==> config.mk <==
export PLATFORM = sky130hd
export DESIGN_NAME = multi_flag_sync_rx
export DESIGN_NICKNAME = d
export VERILOG_FILES = /design/src/rtl/cdc_pkg.sv /design/src/rtl/toggle_edge_rx.sv /design/src/rtl/multi_flag_sync_rx.sv
export SDC_FILE = /design/constraint.sdc
export NUM_CORES = 1
export LEC_CHECK = 0
export CAP_MARGIN = 20
export CORE_MARGIN = 10
export CORE_UTILIZATION = 53
export DETAILED_ROUTE_END_ITERATION = 10
export DONT_BUFFER_PORTS = 1
export HOLD_SLACK_MARGIN = 0.15
export PLACE_DENSITY = 0.75
export SYNTH_ARGS = -nofsm -noshare
export SYNTH_HDL_FRONTEND = slang
export SYNTH_SLANG_ARGS = --single-unit
==> constraint.sdc <==
create_clock -name clk -period 2.56 [get_ports clk]
set_input_delay 0.768 -clock clk [delete_from_list [all_inputs] [get_ports clk]]
set_output_delay 0.768 -clock clk [all_outputs]
set_load 0.05 [all_outputs]
==> src/rtl/cdc_pkg.sv <==
// rtl/cdc_pkg.sv - shared constants, types and the saturating counter step for the toggle event receiver
package cdc_pkg;

    localparam int MIN_SYNC_STAGES = 2;

    typedef struct packed {
        logic        drop;
        logic [31:0] cnt;
    } sat_t;

    // Increment wins only when not cancelled by a decrement; an increment at max is dropped.
    function automatic sat_t sat_inc_dec(
        input logic [31:0] cnt,
        input logic        inc,
        input logic        dec,
        input logic [31:0] max
    );
        sat_t r;
        r.drop = 1'b0;
        r.cnt  = cnt;
        if (inc && !dec) begin
            if (cnt >= max) begin
                r.drop = 1'b1;
            end else begin
                r.cnt = cnt + 32'd1;
            end
        end else if (dec && !inc && (cnt != 32'd0)) begin
            r.cnt = cnt - 32'd1;
        end
        return r;
    endfunction

endpackage

==> src/rtl/toggle_edge_rx.sv <==
// rtl/toggle_edge_rx.sv - one channel: toggle synchroniser, history flop and gated edge detect
module toggle_edge_rx
    import cdc_pkg::*;
#(
    parameter int SYNC_STAGES = 2
) (
    input  logic clk,
    input  logic rst,
    input  logic toggle_i,
    input  logic primed_i,
    output logic edge_o
);

    (* ASYNC_REG = "true" *) logic [SYNC_STAGES-1:0] sync_q;
    logic hist_q;

    always_ff @(posedge clk) begin
        if (rst) begin
            sync_q <= '0;
            hist_q <= 1'b0;
        end else begin
            sync_q <= {sync_q[SYNC_STAGES-2:0], toggle_i};
            hist_q <= sync_q[SYNC_STAGES-1];
        end
    end

    // History keeps tracking while unprimed so the level at reset release is absorbed.
    assign edge_o = primed_i && (sync_q[SYNC_STAGES-1] != hist_q);

endmodule

==> src/rtl/multi_flag_sync_rx.sv <==
// rtl/multi_flag_sync_rx.sv - multi-channel toggle event receiver with pending counters and sticky overflow
module multi_flag_sync_rx
    import cdc_pkg::*;
#(
    parameter int CHANNELS    = 4,
    parameter int SYNC_STAGES = 2,
    parameter int CNT_W       = 4
) (
    input  logic                clk,
    input  logic                rst,
    input  logic [CHANNELS-1:0] toggle_in,
    output logic [CHANNELS-1:0] out_valid,
    input  logic [CHANNELS-1:0] out_ready,
    output logic [CHANNELS-1:0] overflow,
    input  logic [CHANNELS-1:0] clear_overflow,
    output logic                primed
);

    localparam int              PRIME_W = $clog2(SYNC_STAGES + 2);
    localparam logic [CNT_W-1:0] CNT_MAX = '1;

    if (CHANNELS < 1) begin : g_bad_channels
        $error("multi_flag_sync_rx: CHANNELS must be >= 1");
    end
    if (SYNC_STAGES < MIN_SYNC_STAGES) begin : g_bad_sync
        $error("multi_flag_sync_rx: SYNC_STAGES below minimum");
    end
    if (CNT_W < 1) begin : g_bad_cnt
        $error("multi_flag_sync_rx: CNT_W must be >= 1");
    end

    logic [PRIME_W-1:0]  prime_cnt_q, prime_cnt_d;
    logic                primed_q, primed_d;
    logic [CHANNELS-1:0] edge_w, pop_w, ov_q, ov_d;
    logic [CNT_W-1:0]    pend_q [CHANNELS];
    logic [CNT_W-1:0]    pend_d [CHANNELS];
    sat_t                res_w  [CHANNELS];
    logic                unused_cnt_hi;

    always_comb begin
        prime_cnt_d = prime_cnt_q;
        primed_d    = primed_q;
        if (!primed_q) begin
            if (prime_cnt_q == PRIME_W'(SYNC_STAGES)) begin
                primed_d = 1'b1;
            end else begin
                prime_cnt_d = prime_cnt_q + PRIME_W'(1);
            end
        end
    end

    for (genvar c = 0; c < CHANNELS; c++) begin : g_ch
        toggle_edge_rx #(
            .SYNC_STAGES(SYNC_STAGES)
        ) u_rx (
            .clk      (clk),
            .rst      (rst),
            .toggle_i (toggle_in[c]),
            .primed_i (primed_q),
            .edge_o   (edge_w[c])
        );
        assign out_valid[c] = |pend_q[c];
    end

    assign pop_w = out_valid & out_ready;

    always_comb begin
        ov_d          = ov_q;
        unused_cnt_hi = 1'b0;
        for (int c = 0; c < CHANNELS; c++) begin
            res_w[c]      = sat_inc_dec(32'(pend_q[c]), edge_w[c], pop_w[c], 32'(CNT_MAX));
            pend_d[c]     = res_w[c].cnt[CNT_W-1:0];
            unused_cnt_hi = unused_cnt_hi ^ (^res_w[c].cnt[31:CNT_W]);
            // A drop in the same cycle as a clear leaves the flag set.
            ov_d[c]       = res_w[c].drop | (ov_q[c] & ~clear_overflow[c]);
        end
    end

    always_ff @(posedge clk) begin
        if (rst) begin
            prime_cnt_q <= '0;
            primed_q    <= 1'b0;
            ov_q        <= '0;
            for (int c = 0; c < CHANNELS; c++) begin
                pend_q[c] <= '0;
            end
        end else begin
            prime_cnt_q <= prime_cnt_d;
            primed_q    <= primed_d;
            ov_q        <= ov_d;
            for (int c = 0; c < CHANNELS; c++) begin
                pend_q[c] <= pend_d[c];
            end
        end
    end

    assign overflow = ov_q;
    assign primed   = primed_q;

endmodule

# Word-level counts from Yosys, hierarchy flattened
# Memory sizes are Yosys's and may differ from the RTL's.
# Cells that the tools add are included.
[op_classes]
addsub = 9
order_cmp = 4
bitwise_logic = 19
muxes = 29
eq_ne = 5
reduce_logical = 33
[ops]
columns = ["op", "n"]
rows = [
  ["two-way mux 4 bit", 16],
  ["adder 4 x 1 -> 4 bit (second input constant)", 4],
  ["greater-or-equal comparator 4 bit (second input constant)", 4],
  ["logical AND 1 bit", 16],
  ["nonzero test 4 bit", 4],
  ["OR reduction 4 bit", 4],
  ["subtractor 4 x 1 -> 4 bit (second input constant)", 4],
  ["two-way mux 1 bit", 13],
  ["logical NOT 1 bit", 8],
  ["OR 1 bit", 8],
  ["NOT 1 bit", 6],
  ["AND 1 bit", 4],
  ["AND 4 bit", 1],
  ["inequality test 1 bit", 4],
  ["adder 2 x 1 -> 2 bit (second input constant)", 1],
  ["equality test 2 bit (second input constant)", 1],
  ["AND reduction 2 bit", 1],
]
[totals]
memories = 1
wordCells = 111
inputBits = 14
ramBits = 16
regBits = 19
output_inout_bits = 9
[memory_table]
columns = ["name", "depth", "word_bits", "rd", "rd_clocked_by_memory_dff", "write_ports", "line_no", "text"]
rows = [
  ["pend_q", 4, 4, 4, 0, 4, "multi_flag_sync_rx.sv:35", "logic [CNT_W-1:0] pend_q [CHANNELS];"],
]

# Depth between registers and ports, before layout
[logic_depth]
depth_word = 8
ltp_mapped = 8

# Cells and area by module
# Synthesis repeated with hierarchy kept, for this count alone.
[unflattened]
hier_cells = 224
area_unflattened_um2 = 2030.7
[modules_own_cells]
columns = ["module", "seq_area_each_um2", "area_each_um2", "n_inst", "cells_each"]
rows = [
  ["multi_flag_sync_rx", 460.4, 1655.3, 1, 192],
  ["toggle_edge_rx", 60.1, 93.8, 4, 8],
]

# Worst setup path before layout
# Ideal clock, no wire load.
[synth_timing]
path_type = "register -> register"
from = "reg primed_q, in the netlist primed"
to = "mem pend_q[2][3]"
setup_slack_ns = 0.119
stages_incl_launch_ff = 9
n_path_buf = 1
required_ns = 2.437
arrival_time_ns = 2.318
setup_ns = 0.123
path_cell_list = "dfxtp_1 -> clkbuf_1 -> and3_1 -> inv_1 -> ha_1 -> a21o_1 -> a21oi_1 -> mux2i_1 -> mux2_1"
[synth_lines]
columns = ["item", "line_no", "text"]
rows = [
  ["start: declaration", "multi_flag_sync_rx.sv:33", "logic primed_q, primed_d;"],
  ["start signal: assignment", "multi_flag_sync_rx.sv:89", "primed_q <= primed_d;"],
  ["end: declaration", "multi_flag_sync_rx.sv:35", ""],
]

==> metrics.csv <==
stage,metric,value,unit
yosys,synth_area,1840,sq um
yosys,syn-instance-count,183,
power_and_ir_drop,seq_power_share,40.0,%
floorplan,dieWidth,79.0,um
setup_path,worst-path-stages,1,
timing,final_hold_viol_count,0,
power_and_ir_drop,pwr-share-clk,15.5,%
floorplan,die_h,79.0,um
cts,cts_hold_buffers,0,
cts,clkSinkCount,35,
timing,finalCriticalPeriod,2430,ps
layout,final_util,58.2,%
power_and_ir_drop,switchingPower,943,uW
routing,drc,0,
cts,ctsResizeCount,0,
yosys,postSynth.asyncResetShare,0,%
setup_path,crit_path_start_kind,flip-flop,
setup_path,crit_required,1790,ps
setup_path,crit_chain,or4_2,
timing,skew,6.93,ps
floorplan,die_area,6240,sq um
yosys,synth_ff_type,dfxtp_1,
placement,place_hpwl,2470,um
yosys,yosys_warnings,0,
setup_path,critical_path_buf_inv_count,0,
layout,nFillCells,308,
grt,grt-ovfl-total,0,
timing,rsz0062_at_grt,false,
floorplan,core_area,3340,sq um
setup_path,cp_slowest_cell,or4_2,
routing,drt_iter0_drc,70,
layout,drive_above_1_share,9.73,%
timing,slew_headroom,66.0,%
placement,numPlacedInstances,223,
yosys,ys_types,34,
hold_path,hold_path_class,flip-flop to flip-flop,
setup_path,r2r-start,pend_q[3][0],
cts,path_clk_slew,110,ps
yosys,yosys-top-cells-area,"dfxtp_1 38%, nor2b_1 6.4%, ha_1 6.1%, fa_1 4.3%, a21oi_1 3.8%",
routing,antenna_left,0,
setup_path,criticalPathCategory,flip-flop to output pin,
timing,fmax,412,MHz
yosys,synth_fp_nets,210,
routing,routed_via_density,5.69,
setup_path,end_kind,output pin,
yosys,synth_common_cells,"35 x dfxtp_1, 19 x nor2b_1, 14 x a21oi_1, 11 x nor2_1, 9 x ha_1",
setup_path,slowest_delay,900,ps
cts,clk_path_buf_depth,2,
power_and_ir_drop,irDropWorstVdd,0.644,mV
grt,grt_usage,11.6,%
routing,routedWlPerCell,14.5,um
floorplan,rows,21,
grt,antenna_found_initial,0,
routing,drtPass1Iterations,3,
status,status,completed,
power_and_ir_drop,swShare,43.0,%
yosys,synth_most_common_cell,dfxtp_1,
cts,clk_latency,340,ps
grt,grt_first_pass_wirelength,5910,um
yosys,synth_top_area_cell,dfxtp_1,
setup_path,worstRegToRegCells,8,
cts,post_cts_buffers,0,
yosys,synth_edf_count,0,
timing,tns,0,ps
yosys,yosysSeqAreaShare,38.0,%
routing,dr_total_vias,1314,
yosys,synth_seq_cells,35,
cts,cts_buffers,5,
cts,cts-root-buf,clkbuf_4,
layout,final_cell_count_no_fill,231,
hold_path,min_to,g_ch[0].u_rx.sync_q[1],
placement,gp_congestion,0.869,
power_and_ir_drop,p_per_area,1130,nW/um^2
floorplan,io_pins,23,
layout,antenna_cells,0,
setup_path,reg2reg_to,pend_q[3][3],
cts,cts_tree,yes,
setup_path,critPathMaxFanout,7,
run,cap_violations,0,
layout,nets,211,
timing,fin_crit_sh,94.7,%
timing,worst_pin_slew,509,ps
setup_path,worstPathArrival,1660,ps
power_and_ir_drop,power_frac_comb,44.4,%
power_and_ir_drop,cellLeakagePower,0.798,nW
floorplan,start_util,55.2,%
yosys,avgSynthCellArea,10.1,sq um
yosys,synth_top_area_share,38.0,%
layout,syn2layout_area_growth,5.43,%
setup_path,setup.reg_to_reg.worst_slack,180,ps
grt,grt_max_degree,39,
timing,slew_viol_final,0,
timing,setup_viol,0,
power_and_ir_drop,p_int,1.25,mW
setup_path,cp_top_family,simple AND/OR/NAND/NOR gates,
placement,numPortBuffers,0,
routing,wl,3340,um
hold_path,min_delay_path_depth,1,
cts,htree_levels,2,
grt,grt_pass1_vias,1310,
hold_path,min_from,g_ch[0].u_rx.sync_q[0],
[how the worst max path moves through the flow]
stage                         endpoint    startpoint  slack (ps)
after CTS                 out_valid[1]  pend_q[1][0]         110
final                     out_valid[1]  pend_q[1][0]         130
after global placement    pend_q[2][3]  out_ready[2]         200
after floorplan           pend_q[2][3]        primed         120
after detailed placement  pend_q[2][3]  out_ready[2]         120
after global routing      pend_q[2][3]  pend_q[2][3]          20
[layout by cell type (no fill, tap or decap)]
cell type / instances
and3_1: 2
o41ai_2: 2
or4_2: 2
nand4_1: 4
and2_1: 1
nor3_1: 8
o41ai_4: 2
clkbuf_4: 5
nand3_1: 2
inv_1: 5
mux2i_1: 4
ha_1: 9
xor2_1: 8
o21a_1: 5
mux2_1: 4
or3b_1: 4
a21o_2: 2
dfxtp_1: 35
buf_4: 3
a21o_1: 2
o21ai_0: 4
or2_1: 2
a21oi_1: 14
o22ai_1: 1
clkbuf_8: 2
or4_1: 2
nor2b_1: 19
nor2_1: 11
nor4b_1: 4
and4_1: 6
clkbuf_1: 1
xnor2_1: 1
fa_1: 4
a211oi_1: 1
a31o_1: 4
[logic make-up after synthesis]
family	Yosys count	synth area share (%)
flip-flops	35	38.0
AND/OR/NAND/NOR	67	22.9
adder cells (fa/ha/maj)	13	10.5
XOR/XNOR	9	4.28
buffers and inverters	14	3.67
multiplexers	8	4.62
AO/OA/AOI/OAI	37	16.1
[flip-flops by register name, summed over array words and instances, names as in the netlist]
register,flops
pend_q,16
g_ch.u_rx.hist_q,4
prime_cnt_q,2
primed,1
g_ch.u_rx.sync_q,8
overflow,4
[power by group through the flow]
stage,Combinational [mW],Clock (mW),Sequential (mW)
floorplan,0.868,0,0.849
global placement,0.949,0,0.870
detailed placement,0.984,0,0.891
CTS,0.987,0.352,0.878
global route,1.08,0.374,0.911
finish,0.973,0.341,0.877
[cell type report]
cell class / count / area (sq um) / share of cell area [%]
multi-input cells: 134 / 1070 / 55.3
flip-flops and latches: 35 / 701 / 36.1
clock buffers: 8 / 68.8 / 3.54
well taps: 46 / 57.6 / 2.96
repair buffers: 3 / 22.5 / 1.16
inverters: 5 / 18.8 / 0.966
[per-layer routing]
| layer | share of wire [%] | routed length, um | vias up | track usage [%] |
|---|---|---|---|---|
| li1 | - | - | 662 | - |
| met1 | 44 | 1480 | 629 | 12.7 |
| met2 | 50 | 1690 | 16 | 20.0 |
| met3 | 3.4 | 114 | 7 | 3.49 |
| met4 | 1.7 | 57 | 0 | 5.91 |
| met5 | 0 | 0 | - | 0 |
[stage by stage]
step / total power [mW] / hold WS (ps) / setup slack (ps) / instance area (sq um)
after floorplan: 1.72 / 414 / 119 / 1840
after global placement: 1.82 / 417 / 200 / 1870
after detailed placement: 1.87 / 435 / 118 / 1870
after CTS: 2.22 / 457 / 112 / 1940
after global routing: 2.37 / 465 / 22.7 / 1940
final: 2.19 / 451 / 134 / 1940
Note: power is estimated with default switching activity, not from simulation.
